===== config.mk =====
export PLATFORM = sky130hd
export DESIGN_NAME = serial_addsub_ctrl
export DESIGN_NICKNAME = d
export VERILOG_FILES = /design/src/rtl/serial_addsub_ctrl.sv
export SDC_FILE = /design/constraint.sdc
export NUM_CORES = 1
export LEC_CHECK = 0
export CORE_ASPECT_RATIO = 0.6
export CORE_MARGIN = 5
export CORE_UTILIZATION = 55
export DETAILED_ROUTE_END_ITERATION = 10
export GPL_TIMING_DRIVEN = 0
export MAX_ROUTING_LAYER = met4
export PLACE_DENSITY = 0.87
export SKIP_CTS_REPAIR_TIMING = 1
export SLEW_MARGIN = 5
export SYNTH_ARGS = -nofsm -noshare
export SYNTH_HDL_FRONTEND = slang
export SYNTH_SLANG_ARGS = --single-unit

===== constraint.sdc =====
create_clock -name clk -period 1.8 [get_ports clk]
set_input_delay 0.36 -clock clk [delete_from_list [all_inputs] [get_ports clk]]
set_output_delay 0.36 -clock clk [all_outputs]
set_load 0.05 [all_outputs]

===== src/rtl/serial_addsub_ctrl.sv =====
// Bit-serial N-bit adder/subtractor: streams operands LSB-first through one
// fas cell, recirculating the cell's carry/borrow through a flop each clock.

module fas (
    input  logic a,
    input  logic b,
    input  logic cin,
    input  logic a_ns,
    output logic s,
    output logic cout
);
    // Sum and difference share one XOR chain; only the carry/borrow term differs.
    assign s    = a ^ b ^ cin;
    assign cout = a_ns ? ((a & b) | (a & cin) | (b & cin))
                       : ((~a & b) | (~a & cin) | (b & cin));
endmodule

module serial_addsub_ctrl #(
    parameter int N = 8
) (
    input  logic         clk,
    input  logic         rst_n,
    input  logic         start,
    input  logic         a_ns,
    input  logic [N-1:0] op_a,
    input  logic [N-1:0] op_b,
    output logic         busy,
    output logic         done,
    output logic [N-1:0] result,
    output logic         carry_out,
    output logic         overflow
);
    localparam int CW = $clog2(N);

    typedef enum logic [1:0] {
        IDLE = 2'd0,
        RUN  = 2'd1,
        DONE = 2'd2
    } state_t;

    state_t         state;
    logic [N-1:0]   sa;
    logic [N-1:0]   sb;
    logic           op;
    logic           cin_q;
    logic [CW-1:0]  cnt;
    logic           cell_s;
    logic           cell_cout;

    fas u_fas (
        .a    (sa[0]),
        .b    (sb[0]),
        .cin  (cin_q),
        .a_ns (op),
        .s    (cell_s),
        .cout (cell_cout)
    );

    // NOTE: all state lives in this one clocked block, so every assignment
    // is non-blocking; mixing in blocking writes would make the shift order
    // depend on statement order.
    always_ff @(posedge clk or negedge rst_n) begin
        if (!rst_n) begin
            state     <= IDLE;
            sa        <= '0;
            sb        <= '0;
            op        <= 1'b0;
            cin_q     <= 1'b0;
            cnt       <= '0;
            busy      <= 1'b0;
            done      <= 1'b0;
            result    <= '0;
            carry_out <= 1'b0;
            overflow  <= 1'b0;
        end else begin
            case (state)
                IDLE: begin
                    done <= 1'b0;
                    if (start) begin
                        sa    <= op_a;
                        sb    <= op_b;
                        op    <= a_ns;
                        cin_q <= 1'b0;
                        cnt   <= '0;
                        busy  <= 1'b1;
                        state <= RUN;
                    end
                end

                RUN: begin
                    if (32'(cnt) >= N) begin
                        // Out-of-range count can only come from a forced upset.
                        busy  <= 1'b0;
                        cnt   <= '0;
                        state <= IDLE;
                    end else begin
                        sa     <= sa >> 1;
                        sb     <= sb >> 1;
                        result <= {cell_s, result[N-1:1]};
                        cin_q  <= cell_cout;
                        if (cnt == CW'(N - 1)) begin
                            // MSB bit-cycle: cin_q is the carry/borrow into the MSB.
                            carry_out <= cell_cout;
                            overflow  <= cin_q ^ cell_cout;
                            busy      <= 1'b0;
                            done      <= 1'b1;
                            cnt       <= '0;
                            state     <= DONE;
                        end else begin
                            cnt <= cnt + 1'b1;
                        end
                    end
                end

                DONE: begin
                    done  <= 1'b0;
                    state <= IDLE;
                end

                default: begin
                    busy  <= 1'b0;
                    done  <= 1'b0;
                    state <= IDLE;
                end
            endcase
        end
    end
endmodule


==> results of run 1 <==
==> synthesized netlist by cell type, types with 4 or more instances <==
cell type and count:
sky130_fd_sc_hd__dfrtp_1 35, sky130_fd_sc_hd__a22oi_1 14, sky130_fd_sc_hd__buf_2 5, sky130_fd_sc_hd__a21oi_1 16, sky130_fd_sc_hd__nand2_1 28, sky130_fd_sc_hd__o21ai_0 9
sky130_fd_sc_hd__o21ai_1 11, sky130_fd_sc_hd__nor2b_1 11, sky130_fd_sc_hd__and2b_1 7, sky130_fd_sc_hd__nor2_1 5, sky130_fd_sc_hd__ha_1 4
==> metrics by stage <==
step	util [%]	hold WS, ns
2_1_floorplan	-	0.0644
3_3_place_gp	70.6	0.460
3_5_place_dp	70.4	0.474
4_1_cts	73.4	0.157
5_1_grt	74.4	0.195
6_report	74.4	0.131
==> final timing paths <==
| kind | end | cells after the start |
|---|---|---|
| hold / removal | result[5] | 1 |
| max in group asynchronous | sa[2] | 1 |
| hold reg to reg | carry_out | 2 |
| min in group clk | carry_out | 2 |
| setup reg to reg | sa[5] | 5 |
| setup / recovery | sb[0] | 6 |
==> sequential cells by signal (all words and copies together) (netlist names) <==
signal	flops
overflow	1
cin_q	1
op	1
carry_out	1
busy	1
sb	8
sa	8
done	1
state	2
cnt	3
result	8
==> cell type report <==
type	count	area [sq um]
Buffer	11	63.8
Clock buffer	6	82.6
Clock inverter	1	5.00
Fill cell	203	748
Inverter	3	11.3
Multi-Input combinational cell	126	753
Sequential cell	35	876
Tap cell	42	52.6
Timing Repair Buffer	31	335
==> power by group through the flow <==
stage / Clock (mW) / Sequential (mW) / Combinational [mW]
after floorplan: 0 / 1.76 / 0.933
after global placement: 0 / 1.38 / 1.81
after detailed placement: 0 / 1.41 / 1.90
after CTS: 0.592 / 1.40 / 1.91
after global routing: 0.627 / 1.46 / 2.10
final: 0.573 / 1.42 / 1.93
==> cells by family after synthesis <==
| group | after synthesis |
|---|---|
| fa+ha+maj | 4 |
| mux | 3 |
| xor+xnor | 1 |
| buf+inv | 14 |
| simple gates | 59 |
| flops | 35 |
| compound gates | 59 |
==> routing by layer <==
layer  vias to the layer above  GRT usage, %  share of wire [%]
li1                        689             -                  -
met5                         -             -                  0
met3                        11          7.65                5.0
met4                         0          9.94                2.8
met2                        46          36.5                 49
met1                       734          28.6                 43
==> placed cells by master (no fill, tap or decap), types with 3 or more instances in the layout <==
master,synthesis,layout
sky130_fd_sc_hd__buf_2,5,6
sky130_fd_sc_hd__a21oi_1,16,16
sky130_fd_sc_hd__inv_1,3,3
sky130_fd_sc_hd__nand2_1,28,28
sky130_fd_sc_hd__nor2_1,5,5
sky130_fd_sc_hd__a22oi_1,14,14
sky130_fd_sc_hd__o31ai_1,3,3
sky130_fd_sc_hd__and2b_1,7,7
sky130_fd_sc_hd__dfrtp_1,35,35
sky130_fd_sc_hd__o21ai_1,11,11
sky130_fd_sc_hd__clkbuf_8,0,6
sky130_fd_sc_hd__clkdlybuf4s50_1,0,18
sky130_fd_sc_hd__o21ai_0,9,9
sky130_fd_sc_hd__clkbuf_1,3,3
sky130_fd_sc_hd__dlymetal6s2s_1,0,12
sky130_fd_sc_hd__ha_1,4,4
sky130_fd_sc_hd__nor2b_1,11,11
==> summary by stage, run 1 <==
Run status
The run finished with clean final reports.

Synthesis
The main combinational cell family by area after synthesis is compound AO/OA/AOI/OAI gates. The post-synthesis area per instance is 9.74 sq um. The share of synthesized area occupied by flip-flops and latches is 51.4%. Counting every net in the synthesized netlist gives 199. By area the synthesized netlist is led by sky130_fd_sc_hd__dfrtp_1, sky130_fd_sc_hd__a22oi_1, sky130_fd_sc_hd__nand2_1, sky130_fd_sc_hd__a21oi_1, sky130_fd_sc_hd__nor2b_1.

The cell type contributing the most total cell area after synthesis is sky130_fd_sc_hd__dfrtp_1. In the synthesized netlist the dominant register cell turns out to be sky130_fd_sc_hd__dfrtp_1. Counting flops with an async set or reset pin after synthesis yields a share of 100%.

The multiplexer fraction of the synthesized cell area is 2.06%. The synthesized netlist devotes 0.514% of its cell area to XOR and XNOR gates. The compound-cell area share of the yosys netlist is 20.9%.

The fraction of synthesized cell area taken by the top area cell type is 51.4%. The synthesis warning total is 0. After Yosys synthesis, full adders, half adders and majority gates account for 2.94% of the synthesized area. The synthesized design contains 0 enable-type register cells.

The mapped netlist covers 0.00170 sq mm. Synthesis instantiated 30 different standard cells from the library. The fraction of the mapped netlist area in simple logic gates is 17.8%. Counting flops and latches in the post-synthesis netlist gives 35. Counting every instance in the synthesized netlist gives 175.

STA
The highest achievable clock rate is 612 MHz. Setup violations remaining at the end of the flow were counted as 0. The count of final hold-check violations was 0.

The smallest setup slack after layout is 0.165 ns. At the pin with the least slew margin, the transition time is 0.746 ns. Headroom to the max-slew limit came out at 50.3%. The final sum of negative setup slack is 0 ns. Between clock sinks in the finished design, the worst skew comes to 0.00298 ns.

The share of the cycle needed by the critical path after routing is 90.8%. The worst path in the final design needs a cycle of 1.64 ns, including I/O delays and setup. The number of max-slew violations in the final report is 0.

Setup repair after global routing left no endpoint under its margin.

Floorplan
In this run the core area contains 15 standard-cell rows. The die covers 0.00435 sq mm. For this design the top-level I/O count stands at 32. The initial core utilization is 58.2%.

The horizontal die dimension is 81.9 um. The area of the placeable core is 0.00293 sq mm. The die height is 53.1 um.

Setup path
On the worst path, the slowest cell contributes a delay of 0.59 ns. The source of the worst register-to-register timing path is state[0]. For this design, the slowest cell found on the critical path is sky130_fd_sc_hd__clkdlybuf4s50_1. The cell that appears most often on the critical path is sky130_fd_sc_hd__buf_6. The number of buffer and inverter stages on the critical path is 3.

The slack of the worst reg-to-reg path is 0.37 ns. The cell family contributing the most delay on the critical path is buffers and inverters. STA puts the critical path data arrival time at 1.78 ns.

STA puts the critical path data required time at 1.95 ns. The launching instance or port of the critical path is start. The capturing element type of the critical path is a register.

The worst setup path is launched from a primary input. Traced cell by cell, the critical path runs through clkdlybuf4s50_1, and2b_1, buf_6, buf_6, a21oi_1, o21ai_1. The maximum fanout encountered on the critical timing path is 10. The category of the most critical setup path is primary input to register.

CTS
The clock latency at the later pin of the worst-skew pair is 0.29 ns. TritonCTS built the clock tree. After clock tree synthesis, the clock-pin slew on the worst setup and hold paths is 0.07 ns.

The number of buffers created by CTS is 5. The number of sinks driven by the clock tree is 35. The library cell used as clock root buffer is sky130_fd_sc_hd__clkbuf_8.

The H-tree depth reported by CTS is 2. Counting along the longest clock path gives a buffer depth of 2.

Detailed routing
Dividing the detail-routed wire length by the instance count gives 17.6 um. The first routing iteration left 83 violations. In this run the remaining antenna-violating nets after routing total 0. The number of vias per cell is 5.80.

The routed design has 4.48 mm of wire. After detailed routing, the number of remaining DRC violations is 0. The pre-antenna-repair detailed-routing pass consisted of 4 iterations.

The routed layout has 1480 vias.

GRT
The number of antenna violations at the first check in global routing is 0. For this run the aggregate overflow at the end of global routing stands at 0. The global-route wire length before repair is 7.12 mm.

The global-route usage over all layers is 23.6%. The number of global-route vias before repair was 1437. Entering global routing, the biggest net connects 36 pins.

Placement
The post-placement cell count is 248. The instance area at placement is 0.00206 sq mm. The half-perimeter wire length after detailed placement is 2.91 mm. The final weighted congestion in routability-driven placement is 0.845.

Prior to clock tree synthesis, the placed netlist has a worst setup slack of -0.0360 ns. The count of input and output buffers is 31.

Layout
The number of antenna diodes in the final layout is 0. Once layout is complete, the cells apart from fillers number 255. Summing all non-filler instances in the final layout gives an area of 0.00218 sq mm.

The area overhead of the layout relative to synthesis is 27.9%. The fraction of final layout cells with drive strength greater than 1 is 8.92%. After the last flow step, the layout net total stands at 237.

Pwr
The clock network accounts for 14.6% of the total power. The completed layout was analyzed and its total power is 3.92 mW. The sequential share of power is 36.2%. Across the VDD grid, the largest voltage drop is 0.00124 V. Summed over all nets, the switching power comes to 1.77 mW. Dividing total power by cell area gives a power density of 1800 mW/mm^2. The combinational share of power is 49.2%. The internal power of the cells totals 2.15 mW. In this run switching power makes up 45.2% of total power. The static leakage power is 1.12 nW.

Flow run
The count of max-cap constraint violations is 0.

Hold path
The class of the most critical hold timing path is primary input to asynchronous set/reset pin.
Power figures use the tool's default switching activity.
==> inputs of run 2 (changes only) <==
--- a/config.mk
+++ b/config.mk
@@ -9,6 +9,7 @@
 export CORE_MARGIN = 5
 export CORE_UTILIZATION = 55
 export DETAILED_ROUTE_END_ITERATION = 10
+export GPL_ROUTABILITY_DRIVEN = 1
 export GPL_TIMING_DRIVEN = 0
 export MAX_ROUTING_LAYER = met4
 export PLACE_DENSITY = 0.87
==> results of run 2 <==
Final layout, timing and power as in run 1 (identical DEF).
==> inputs of run 3 (changes only) <==
--- a/config.mk
+++ b/config.mk
@@ -8,6 +8,7 @@
 export CORE_ASPECT_RATIO = 0.6
 export CORE_MARGIN = 5
 export CORE_UTILIZATION = 55
+export CTS_BUF_LIST = sky130_fd_sc_hd__clkbuf_2
 export DETAILED_ROUTE_END_ITERATION = 10
 export GPL_ROUTABILITY_DRIVEN = 1
 export GPL_TIMING_DRIVEN = 0
==> run 3 against run 2 <==
Total power fell by 7.0%; sequential power hardly changed; cell area down 2.5%; critical path depth decreased by 5; clock-buffer cell count shrank 1; critical path type is now register to primary output; largest cell class unchanged.
==> summary by stage, run 3 (synthesis gave the netlist of run 1 again) <==
STA
Setup repair after global routing left no endpoint under its margin. Of the available clock period, the critical path in the final layout requires 89.6%. The highest achievable clock rate is 620 MHz. The headroom to the max-slew limit is 50.4%. The number of max-slew violations in the final report is 0. Subtracting the final worst setup slack from the clock period gives 1.61 ns. The count of final hold-check violations came to 0. The number of failing setup endpoints in the final timing report is 0. At the pin with the least slew margin, the transition time is 0.744 ns. The final clock skew is 0.00895 ns.

Pwr
The worst-case IR drop observed on VDD is 0.000827 V. The switching share of power is 47.2%. Per report_power, the sequential group accounts for 38.4% of the total. For this design the static power due to leakage is 1.10 nW. The power dissipated by switching net loads is 1.72 mW. The internal power is 1.92 mW. The proportion of power drawn by the clock network is 9.4%. The combinational share of power is 52.2%. The total power divided by cell area is 1710 mW/mm^2.

Layout
The sequential standard cell area is 876 sq um. The fraction of final layout cells with drive strength greater than 1 is 8.45%. The post-layout net count is 237.

The fraction of the core area covered by cells at the end of the flow is 72.6%. After filler insertion, the fill cell instance count of the layout stands at 216. In the layout the commonest cells are sky130_fd_sc_hd__dfrtp_1, sky130_fd_sc_hd__nand2_1, sky130_fd_sc_hd__clkdlybuf4s50_1, sky130_fd_sc_hd__a21oi_1, sky130_fd_sc_hd__a22oi_1. Leaving out fill and tap cells, the most frequent cell in the layout is sky130_fd_sc_hd__dfrtp_1. Summing all non-filler instances in the final layout gives an area of 0.00213 sq mm. The area taken by multi-input logic gates is 753 sq um. The largest registers in the layout are result (8), sa (8), sb (8).

The count of inserted antenna diode cells is 0. From synthesis to final layout, the design area changed by 24.7%.

Setup path
The startpoint class of the critical path is a register. The largest stage delay on the critical path is 0.45 ns. The maximum fanout encountered on the critical timing path is 3. The number of buffer and inverter stages on the critical path is 1. Grouping stages by cell kind, the critical path spends the most delay in buffers and inverters. The worst register-to-register path begins at sa[0].

The category of the most critical setup path is register to primary output. The slack of the worst reg-to-reg path is 0.45 ns. Traced cell by cell, the critical path runs through dlymetal6s2s_1. STA puts the critical path data arrival time at 1.25 ns. Data on the critical path is required at its endpoint by 1.44 ns. The capturing element type of the critical path is a primary output. The standard cell with the maximum stage delay on the critical path is sky130_fd_sc_hd__dlymetal6s2s_1. The endpoint identified for the worst register-to-register timing path is overflow. Counting cells, the worst reg-to-reg path comes to 5.

Floorplan
The area of the placeable core is 0.00293 sq mm. The die covers 0.00435 sq mm. Measured along the x axis, the die boundary spans 81.9 um. The number of placement rows is 15. The die height is 53.1 um. Once the floorplan was initialized, standard cells occupied 58.2% of the core. The total I/O pin count is 32.

Hold path
The class of the most critical hold timing path is primary input to asynchronous set/reset pin.

Detailed routing
The total detailed-routing wirelength is 4.11 mm. The first detailed-routing pass took 4 iterations. After detailed routing, the number of remaining DRC violations is 0. Summing over every cut layer, the via total after detailed routing is 1435.

Dividing the detail-routed via count by the number of cells gives 5.63. The detail-routed net length per standard cell is 16.1 um. The number of nets with antenna violations after routing is 0. In this run, the number of DRC markers left after iteration 0 of detailed routing was 65.

Placement
In this run the cell area measured after placement is 0.00206 sq mm. Detailed placement ended at an HPWL of 2.91 mm. Buffers placed on the I/O ports in this run total 31. The congestion estimate from routability-driven global placement came to 0.845.

CTS
TritonCTS created 5 clock buffers. The CTS tree is yes. Counting every sink on the clock net gives 35.

Clock latency on the worst-skew pair, taken at its later pin, is 0.39 ns. The number of buffers between clock root and the deepest sink is 2. Clock-pin slew was measured on the worst setup and hold paths at 0.17 ns. The clock tree synthesis step divided the H-tree into 2 levels.

The library cell used as clock root buffer is sky130_fd_sc_hd__clkbuf_2.

GRT
The number of global-route vias before repair is 1410. met2 is the most crowded layer. The met1 capacity usage during global routing is 28.2%. The met3 track demand over resource is 5.10%.

Summed over all layers, the global routing overflow is 0. Entering global routing, the biggest net connects 36 pins. The met2 capacity usage during global routing is 33.5%.

The global-route usage over all layers is 21.7%. The global-route wire length before repair is 6.78 mm. The number of antenna violations at the first check in global routing came to 0.

Flow run
The count of max-cap constraint violations is 0.

Run status
The run finished with clean final reports.
-- run 3: layer usage --
layer  part of all wire, %  wire length, um  up-vias
li1                      -                -      689
met5                     0                0        -
met1                    45             1840      691
met4                   1.7               68        0
met2                    48             1990       46
met3                   5.1              211        9
-- run 3: layout make-up --
| class | instances | area share (%) |
|---|---|---|
| buffer | 11 | 3.00 |
| clock buffer | 5 | 1.18 |
| clock inverter | 2 | 0.412 |
| inverter | 3 | 0.530 |
| multi-input combinational | 126 | 35.4 |
| sequential | 35 | 41.2 |
| tap | 42 | 2.47 |
| timing repair buffer | 31 | 15.8 |
-- run 3: worst max path at each step --
stage | startpoint | to | slack (ns) | depth (start not counted)
3_3_place_gp | rst_n | sa[2] | -0.31 | 1
3_5_place_dp | start | sb[2] | -0.04 | 6
2_1_floorplan | sa[0] | overflow | 0.60 | 5
6_report | result[7] | result[7] | 0.19 | 1
5_1_grt | busy | busy | 0.13 | 1
4_1_cts | result[7] | result[7] | -0.20 | 1
-- run 3: power by group through the flow --
| stage | clock network [mW] | registers (mW) | logic [mW] |
|---|---|---|---|
| 2_1_floorplan | 0 | 1.76 | 0.933 |
| 3_3_place_gp | 0 | 1.38 | 1.81 |
| 3_5_place_dp | 0 | 1.41 | 1.90 |
| 4_1_cts | 0.340 | 1.40 | 1.90 |
| 5_1_grt | 0.372 | 1.44 | 2.07 |
| 6_report | 0.344 | 1.40 | 1.90 |
-- run 3: worst register-to-register path, delay by kind of cell, from the launching register on --
kind / cells / cell delay (ns)
compound gates: 1 / 0.15
fa+ha+maj: 1 / 0.20
buf+inv: 1 / 0.11
flops: 1 / 0.48
mux: 1 / 0.08
simple gates: 1 / 0.27
-- run 3: through the flow --
step | hold WS [ns] | power, mW | std cells | setup WS (ns) | setup TNS [ns]
finish | 0.00468 | 3.64 | 255 | 0.187 | 0
floorplan | 0.0644 | 2.69 | 175 | 0.598 | 0
detailed placement | 0.474 | 3.31 | 248 | -0.0360 | -0.108
CTS | 0.0425 | 3.64 | 255 | -0.203 | -1.99
global placement | 0.460 | 3.19 | 248 | -0.308 | -10.70
global route | 0.0839 | 3.89 | 255 | 0.134 | 0
